$ cat src/rtl/m_mem_access_if.sv
// m_mem_access_if: split-transaction data bus (req/addr_ok/data_ok) between the M-stage access unit and memory
// master: req, wr, wstrb, addr, wdata out; addr_ok, data_ok, rdata in.  slave: the mirror image.
interface m_mem_access_if #(parameter int ADDR_W = 32);
  logic              req;
  logic              wr;
  logic [3:0]        wstrb;
  logic [ADDR_W-1:0] addr;
  logic [31:0]       wdata;
  logic              addr_ok;
  logic              data_ok;
  logic [31:0]       rdata;
  modport master(output req, wr, wstrb, addr, wdata, input addr_ok, data_ok, rdata);
  modport slave(input req, wr, wstrb, addr, wdata, output addr_ok, data_ok, rdata);
endinterface

$ cat src/rtl/m_mem_access.sv
// m_mem_access: M-stage memory-access unit; issues loads/stores on the data bus, extends load data, flags address errors
// clk, reset (async, active-high); respon kills the instruction in M.
// M inputs: M_valid, W_allowin, MemWriteM, MemOrALUM, MemOutSelM, MemInSelM, ALUoutM, rd2M, EXLM, ExcCodeM.
// data: master side of the data bus.  Outputs: M_allowin, M_to_W_valid, MemDataM, EXLout, ExcCodeOut.
module m_mem_access #(
  parameter int         ADDR_W   = 32,
  parameter logic [4:0] EXC_ADEL = 5'd4,
  parameter logic [4:0] EXC_ADES = 5'd5
) (
  input  logic                 clk,
  input  logic                 reset,
  input  logic                 respon,
  input  logic                 M_valid,
  input  logic                 W_allowin,
  input  logic                 MemWriteM,
  input  logic                 MemOrALUM,
  input  logic [2:0]           MemOutSelM,
  input  logic [1:0]           MemInSelM,
  input  logic [31:0]          ALUoutM,
  input  logic [31:0]          rd2M,
  input  logic                 EXLM,
  input  logic [4:0]           ExcCodeM,
  m_mem_access_if.master       data,
  output logic                 M_allowin,
  output logic                 M_to_W_valid,
  output logic [31:0]          MemDataM,
  output logic                 EXLout,
  output logic [4:0]           ExcCodeOut
);
  typedef enum logic [1:0] {IDLE, WAIT, DONE, DRAIN} state_t;
  state_t      state;
  logic        memop, ld_mis, st_mis, misalign, exc_m, ready_go;
  logic [7:0]  byte_sel;
  logic [15:0] half_sel;
  logic [31:0] ext;
  always_comb begin
    memop        = MemWriteM | MemOrALUM;
    ld_mis       = (MemOutSelM == 3'd0) ? |ALUoutM[1:0] :
                   (MemOutSelM == 3'd3 || MemOutSelM == 3'd4) ? ALUoutM[0] : 1'b0;
    st_mis       = (MemInSelM == 2'd0) ? |ALUoutM[1:0] : (MemInSelM == 2'd1) ? ALUoutM[0] : 1'b0;
    misalign     = MemWriteM ? st_mis : ld_mis;
    exc_m        = EXLM | (memop & misalign);
    EXLout       = exc_m;
    ExcCodeOut   = EXLM ? ExcCodeM : (memop & misalign) ? (MemWriteM ? EXC_ADES : EXC_ADEL) : ExcCodeM;
    ready_go     = ~memop | exc_m | (state == DONE);
    M_to_W_valid = M_valid & ready_go & ~respon;
    M_allowin    = ~M_valid | (ready_go & W_allowin);
    // reset also masks the request so nothing leaks onto the bus while the FSM is being cleared
    data.req     = (state == IDLE) & M_valid & memop & ~exc_m & ~respon & ~reset;
    data.wr      = MemWriteM;
    data.addr    = {ALUoutM[ADDR_W-1:2], 2'b00};
    data.wstrb   = ~MemWriteM ? 4'b0000 : (MemInSelM == 2'd0) ? 4'b1111 :
                   (MemInSelM == 2'd1) ? 4'b0011 << ALUoutM[1:0] : 4'b0001 << ALUoutM[1:0];
    data.wdata   = (MemInSelM == 2'd0) ? rd2M : (MemInSelM == 2'd1) ? {2{rd2M[15:0]}} : {4{rd2M[7:0]}};
    byte_sel     = data.rdata[{ALUoutM[1:0], 3'b000} +: 8];
    half_sel     = ALUoutM[1] ? data.rdata[31:16] : data.rdata[15:0];
    ext          = (MemOutSelM == 3'd1) ? {24'b0, byte_sel} :
                   (MemOutSelM == 3'd2) ? {{24{byte_sel[7]}}, byte_sel} :
                   (MemOutSelM == 3'd3) ? {16'b0, half_sel} :
                   (MemOutSelM == 3'd4) ? {{16{half_sel[15]}}, half_sel} : data.rdata;
  end
  // a response that arrives with respon, or after it (DRAIN), belongs to a killed instruction and is dropped
  always_ff @(posedge clk or posedge reset) begin
    if (reset) begin
      state    <= IDLE;
      MemDataM <= '0;
    end else begin
      case (state)
        IDLE:    if (data.req && data.addr_ok) state <= WAIT;
        WAIT:    if (data.data_ok) begin
                   state <= respon ? IDLE : DONE;
                   if (!respon) MemDataM <= ext;
                 end else if (respon) state <= DRAIN;
        DONE:    if (W_allowin || respon) state <= IDLE;
        DRAIN:   if (data.data_ok) state <= IDLE;
        default: state <= IDLE;
      endcase
    end
  end
endmodule

$ cat src/flat_wrapper.sv
// flat-port wrapper written by rule: the top's interface ports become plain ports
module m_mem_access_flat 
#(
  parameter int         ADDR_W   = 32,
  parameter logic [4:0] EXC_ADEL = 5'd4,
  parameter logic [4:0] EXC_ADES = 5'd5
)
  (clk, reset, respon, M_valid, W_allowin, MemWriteM, MemOrALUM, MemOutSelM, MemInSelM, ALUoutM, rd2M, EXLM, ExcCodeM, M_allowin, M_to_W_valid, MemDataM, EXLout, ExcCodeOut, data_req, data_wr, data_wstrb, data_addr, data_wdata, data_addr_ok, data_data_ok, data_rdata);
  m_mem_access_if #(.ADDR_W(ADDR_W)) data_i ();
  input  logic clk;
  input  logic reset;
  input  logic respon;
  input  logic M_valid;
  input  logic W_allowin;
  input  logic MemWriteM;
  input  logic MemOrALUM;
  input  logic [2:0] MemOutSelM;
  input  logic [1:0] MemInSelM;
  input  logic [31:0] ALUoutM;
  input  logic [31:0] rd2M;
  input  logic EXLM;
  input  logic [4:0] ExcCodeM;
  output logic M_allowin;
  output logic M_to_W_valid;
  output logic [31:0] MemDataM;
  output logic EXLout;
  output logic [4:0] ExcCodeOut;
  output wire logic [$bits(data_i.req)-1:0] data_req;
  output wire logic [$bits(data_i.wr)-1:0] data_wr;
  output wire logic [$bits(data_i.wstrb)-1:0] data_wstrb;
  output wire logic [$bits(data_i.addr)-1:0] data_addr;
  output wire logic [$bits(data_i.wdata)-1:0] data_wdata;
  input wire logic [$bits(data_i.addr_ok)-1:0] data_addr_ok;
  input wire logic [$bits(data_i.data_ok)-1:0] data_data_ok;
  input wire logic [$bits(data_i.rdata)-1:0] data_rdata;
  assign data_req = data_i.req;
  assign data_wr = data_i.wr;
  assign data_wstrb = data_i.wstrb;
  assign data_addr = data_i.addr;
  assign data_wdata = data_i.wdata;
  assign data_i.addr_ok = data_addr_ok;
  assign data_i.data_ok = data_data_ok;
  assign data_i.rdata = data_rdata;
  m_mem_access #(.ADDR_W(ADDR_W), .EXC_ADEL(EXC_ADEL), .EXC_ADES(EXC_ADES)) u_core (.clk(clk), .reset(reset), .respon(respon), .M_valid(M_valid), .W_allowin(W_allowin), .MemWriteM(MemWriteM), .MemOrALUM(MemOrALUM), .MemOutSelM(MemOutSelM), .MemInSelM(MemInSelM), .ALUoutM(ALUoutM), .rd2M(rd2M), .EXLM(EXLM), .ExcCodeM(ExcCodeM), .data(data_i), .M_allowin(M_allowin), .M_to_W_valid(M_to_W_valid), .MemDataM(MemDataM), .EXLout(EXLout), .ExcCodeOut(ExcCodeOut));
endmodule
$ cat config.mk
export PLATFORM = sky130hd
export DESIGN_NAME = m_mem_access_flat
export DESIGN_NICKNAME = d
export VERILOG_FILES = /design/src/rtl/m_mem_access_if.sv /design/src/rtl/m_mem_access.sv /design/src/flat_wrapper.sv
export SDC_FILE = /design/constraint.sdc
export NUM_CORES = 1
export LEC_CHECK = 0
export CAP_MARGIN = 5
export CORE_UTILIZATION = 30
export DETAILED_ROUTE_END_ITERATION = 7
export PLACE_DENSITY = 0.73
export SLEW_MARGIN = 15
export SYNTH_ARGS = -nofsm -noshare
export SYNTH_HDL_FRONTEND = slang
export SYNTH_SLANG_ARGS = --single-unit
$ cat constraint.sdc
create_clock -name clk -period 5.2 [get_ports clk]
set_clock_uncertainty 0.1 [all_clocks]
set_input_delay 0.78 -clock clk [delete_from_list [all_inputs] [get_ports clk]]
set_output_delay 0.78 -clock clk [all_outputs]
set_load 0.01 [all_outputs]
==> impl.org <==
** Outcome
- Run status :: finished clean

** Clock tree
- Clock-pin slew was measured on the worst setup and hold paths at ~0.070 ns.
- Counting along the longest clock path gives a buffer depth of 2.
- In this run, post-CTS hold repair placed 0 buffers.
- Post-CTS setup buffer count :: 0
- The clock net in this run drives a total of 34 sinks.
- Clock tree from TritonCTS :: built
- Maximum level of the CTS H-tree :: 2
- CTS placed an instance of sky130_fd_sc_hd__clkbuf_8 at the clock tree root.
- Once the clock tree was built, the resizer swapped 0 gates to a different size.
- Clock Latency Late Sink :: 0.28 ns
- Cts bufs inserted :: 5

** Route
- Post-route ant nets :: 0
- Routed wire length :: roughly 9800 um
- The first detailed-routing pass ran for 4 iterations.
- DRC violations left :: 0
- Final routed wire length divided by cell count :: 16.5 um
- Ratio of routed vias to standard cells :: 5.01
- The detailed router placed 2978 vias in this run.
- DR iter-0 viols :: 160

** Min path
- The worst hold path belongs to the class flip-flop to flip-flop.

** Die
- Starting density of the core :: 0.314
- Std-Cell Core Area :: 9370 um^2
- Number of top-level pins :: 226
- The die covers 10200 um^2.
- In this run the horizontal extent of the chip is 101 um.
- The floorplan has 35 rows.
- Vertical die dimension :: 101 um

** Final layout
- Share of cells above drive strength 1 :: 0.0688
- Post-route cell area :: 4440 um^2
- Number of fillers in the final layout :: a little over 900
- From synthesis to final layout, the design area changed by 50.9%.
- Net count, final :: 581
- Inserted Diodes :: 0

** STA
- Slew Viols, Final :: 0
- The count of final hold-check violations is 0.
- In this run the tightest slew margin relative to its limit is 0.385.
- Min cycle time layout :: 4.11 ns
- Setup violations remaining at the end of the flow were counted as 0.
- Max Clock Freq :: 0.243 GHz
- Setup repair after global routing left no endpoint under its margin.
- Dividing the final minimum period by the clock period gives 0.791.
- In the final timing run, aggregate negative setup slack is 0 ns.
- For the pin with the worst max-slew slack, the measured transition is 0.921 ns.
- Once routing completed, OpenROAD measured the worst setup slack at roughly 1.1 ns.

** Logic synthesis
- Synth warn :: 0
- After synthesis, the mean cell area works out to between 8 and 9 um^2.
- The netlist uses 38 different library cells.
- Register bit total from synthesis :: 34
- Part of the Yosys area used for sequential elements :: 0.289
- Synthesized instance count :: 355
- Post-synthesis instance area :: 2940 um^2

** Place
- Pre-CTS WS :: 1.11 ns
- In this run the cell area measured after placement is 4330 um^2.
- Port buffering added between 150 and 200 buffers.
- Detailed placement finished with a half-perimeter wire length of 7520 um.
- Routability-driven placement finished with a final weighted congestion of 0.852.

** Power and ir drop
- Peak supply drop :: 190 uV
- Power density normalized to cell area :: about 240 nW/um^2
- Share of total power in combinational logic :: 0.423
- Of the total power, the share spent switching nets is 0.296.
- Relative contribution of the clock network to total power :: 0.243
- The share of total power dissipated in sequential elements is 0.334.
- The analysis attributes to cell leakage a power of 1.84 nW.
- The internal power of the cells totals 0.736 mW.
- Switch Pwr :: 0.309 mW

** Worst setup path
- Most Frequent Cell on Critical Path :: sky130_fd_sc_hd__clkdlybuf4s50_1
- On the worst path, the slowest cell contributes a delay of 0.98 ns.
- Of all nets on the critical path, the largest fanout is 15.
- Traced cell by cell, the critical path runs through clkdlybuf4s50_1 -> o211ai_1 -> a221oi_2 -> or2_1 -> clkdlybuf4s50_1.
- For the worst setup path, the data required time is ~4.3 ns.
- Crit path max-delay cell type :: sky130_fd_sc_hd__clkdlybuf4s50_1
- The number of buffers and inverters on the critical path is 2.
- Startpoint types :: input port
- Nature of the critical path endpoint :: output pin
- At the worst endpoint, the arrival time is 3.23 ns.
- The worst setup path is of the input port to output pin kind.
- Dominant delay contributor by cell family on the critical path :: buffers and inverters

** Global routing
- Across every metal layer, demand over resource in global routing totals 0.187.
- The initial antenna violation count is 0.
- For this run the aggregate overflow at the end of global routing stands at 0.
- Entering global routing, the biggest net connects 35 pins.
- Wire length of the first global-routing pass :: 14900 um
- The via count of the first global-routing pass is 2879.

** Run
- Max-capacitance violation count :: 0
## registers in the layout (all words and copies together) (netlist names)
name,flops
u_core.state,2
u_core.MemDataM,32
## cell usage in the layout, fill, tap and decap left out, types with 15 or more instances in the layout
master / n
sky130_fd_sc_hd__nand2_1: 38
sky130_fd_sc_hd__nor3b_1: 15
sky130_fd_sc_hd__clkdlybuf4s50_1: 163
sky130_fd_sc_hd__o21ai_0: 20
sky130_fd_sc_hd__dfrtp_1: 34
sky130_fd_sc_hd__nor2_1: 59
sky130_fd_sc_hd__a22o_1: 25
## worst min-delay path: cells and delay by family (launching register included)
family / cells / cell delay (ns)
flip-flops: 1 / 0.34
AND/OR/NAND/NOR: 1 / 0.05
AO/OA/AOI/OAI: 1 / 0.05
## Yosys cell counts
master                     count  area share
sky130_fd_sc_hd__buf_6         5       0.019
sky130_fd_sc_hd__a21o_1        2      0.0051
sky130_fd_sc_hd__o21ai_0      20       0.034
sky130_fd_sc_hd__nor2b_1       6       0.013
sky130_fd_sc_hd__nor2_1       59       0.075
sky130_fd_sc_hd__a221oi_2      1      0.0051
sky130_fd_sc_hd__or2_1         2      0.0043
sky130_fd_sc_hd__inv_1         9       0.011
sky130_fd_sc_hd__o211ai_1      1      0.0026
sky130_fd_sc_hd__and4b_1       1      0.0034
sky130_fd_sc_hd__dfrtp_1      34        0.29
sky130_fd_sc_hd__and4bb_1      1      0.0043
sky130_fd_sc_hd__nor3b_1      15       0.038
sky130_fd_sc_hd__a32o_1        1      0.0034
sky130_fd_sc_hd__a22o_1       25       0.074
sky130_fd_sc_hd__a211oi_1      9       0.023
sky130_fd_sc_hd__o32ai_1       1      0.0030
sky130_fd_sc_hd__mux4_2        7       0.054
sky130_fd_sc_hd__a21oi_1       9       0.015
sky130_fd_sc_hd__conb_1        1      0.0013
sky130_fd_sc_hd__nand3_1       2      0.0034
sky130_fd_sc_hd__o31ai_1       9       0.023
sky130_fd_sc_hd__mux2i_1       3       0.010
sky130_fd_sc_hd__nand4b_1      2      0.0060
sky130_fd_sc_hd__a211oi_2      1      0.0043
sky130_fd_sc_hd__buf_4        42        0.11
sky130_fd_sc_hd__a31oi_1       1      0.0021
sky130_fd_sc_hd__and2_1        1      0.0021
sky130_fd_sc_hd__clkbuf_1     14       0.018
sky130_fd_sc_hd__a211o_1       8       0.024
sky130_fd_sc_hd__nand2b_1      7       0.015
sky130_fd_sc_hd__buf_2         5      0.0085
sky130_fd_sc_hd__mux2_2        9       0.034
sky130_fd_sc_hd__or4b_2        1      0.0034
sky130_fd_sc_hd__nor3b_4       1      0.0064
sky130_fd_sc_hd__nand2_1      38       0.048
sky130_fd_sc_hd__and3_1        1      0.0021
sky130_fd_sc_hd__or3b_1        1      0.0030
## routing by layer
metal	share of wire	routed length [um]	track usage	up-vias
li1	-	-	-	1426
met1	0.43	4270	0.240	1398
met2	0.47	4650	0.303	135
met3	0.073	719	0.0499	19
met4	0.019	191	0.0658	0
met5	0	0	0	-
## path summary, 6_finish.rpt
path                                                   endpoint  cells past startpoint  slack, ns                      startpoint
worst max-delay path                              ExcCodeOut[2]                      5       1.09                      ALUoutM[0]
worst min-delay path             u_core.MemDataM[5]$_DFFE_PP0P_                      2       0.38  u_core.MemDataM[5]$_DFFE_PP0P_
worst max register to register  u_core.MemDataM[15]$_DFFE_PP0P_                      5       2.83     u_core.state[1]$_DFFE_PP0P_
worst min register to register   u_core.MemDataM[5]$_DFFE_PP0P_                      2       0.38  u_core.MemDataM[5]$_DFFE_PP0P_
max in group asynchronous       u_core.MemDataM[23]$_DFFE_PP0P_                      3       3.86                           reset
min in group asynchronous           u_core.state[1]$_DFFE_PP0P_                      3       0.83                           reset
## final cells by class
type	instances	area [um^2]	share of cell area
Multi-Input combinational cell	247	1610	0.363
Tap cell	129	161	0.0364
Timing Repair Buffer	168	1670	0.376
Clock buffer	6	82.6	0.0186
Inverter	9	33.8	0.00761
Sequential cell	34	851	0.192
Clock inverter	1	30.0	0.00676
## cells by family after synthesis
group                  after synthesis  share of synthesized area
and+or+nand+nor                    138                      0.228
AOI/OAI and AO/OA                   88                      0.219
muxes                               19                     0.0983
other                                1                    0.00127
DFF                                 34                      0.289
buffers and inverters               75                      0.164
## per-stage QoR
stage,hold slack (ns),power (mW),std cells,util
global placement,0.368,0.790,587,0.462
floorplan,0.382,0.563,356,-
CTS,0.385,1.05,594,0.474
global route,0.413,1.10,594,0.474
detailed placement,0.369,0.795,587,0.462
finish,0.381,1.05,594,0.474
## power groups by stage
stage | Sequential [mW] | Combinational [mW] | Clock, mW
after floorplan | 0.372 | 0.191 | 0
after global placement | 0.352 | 0.439 | 0
after detailed placement | 0.352 | 0.442 | 0
after CTS | 0.349 | 0.446 | 0.257
after global routing | 0.354 | 0.476 | 0.266
final | 0.349 | 0.442 | 0.254
No activity file was read; power rests on OpenSTA's default activity.
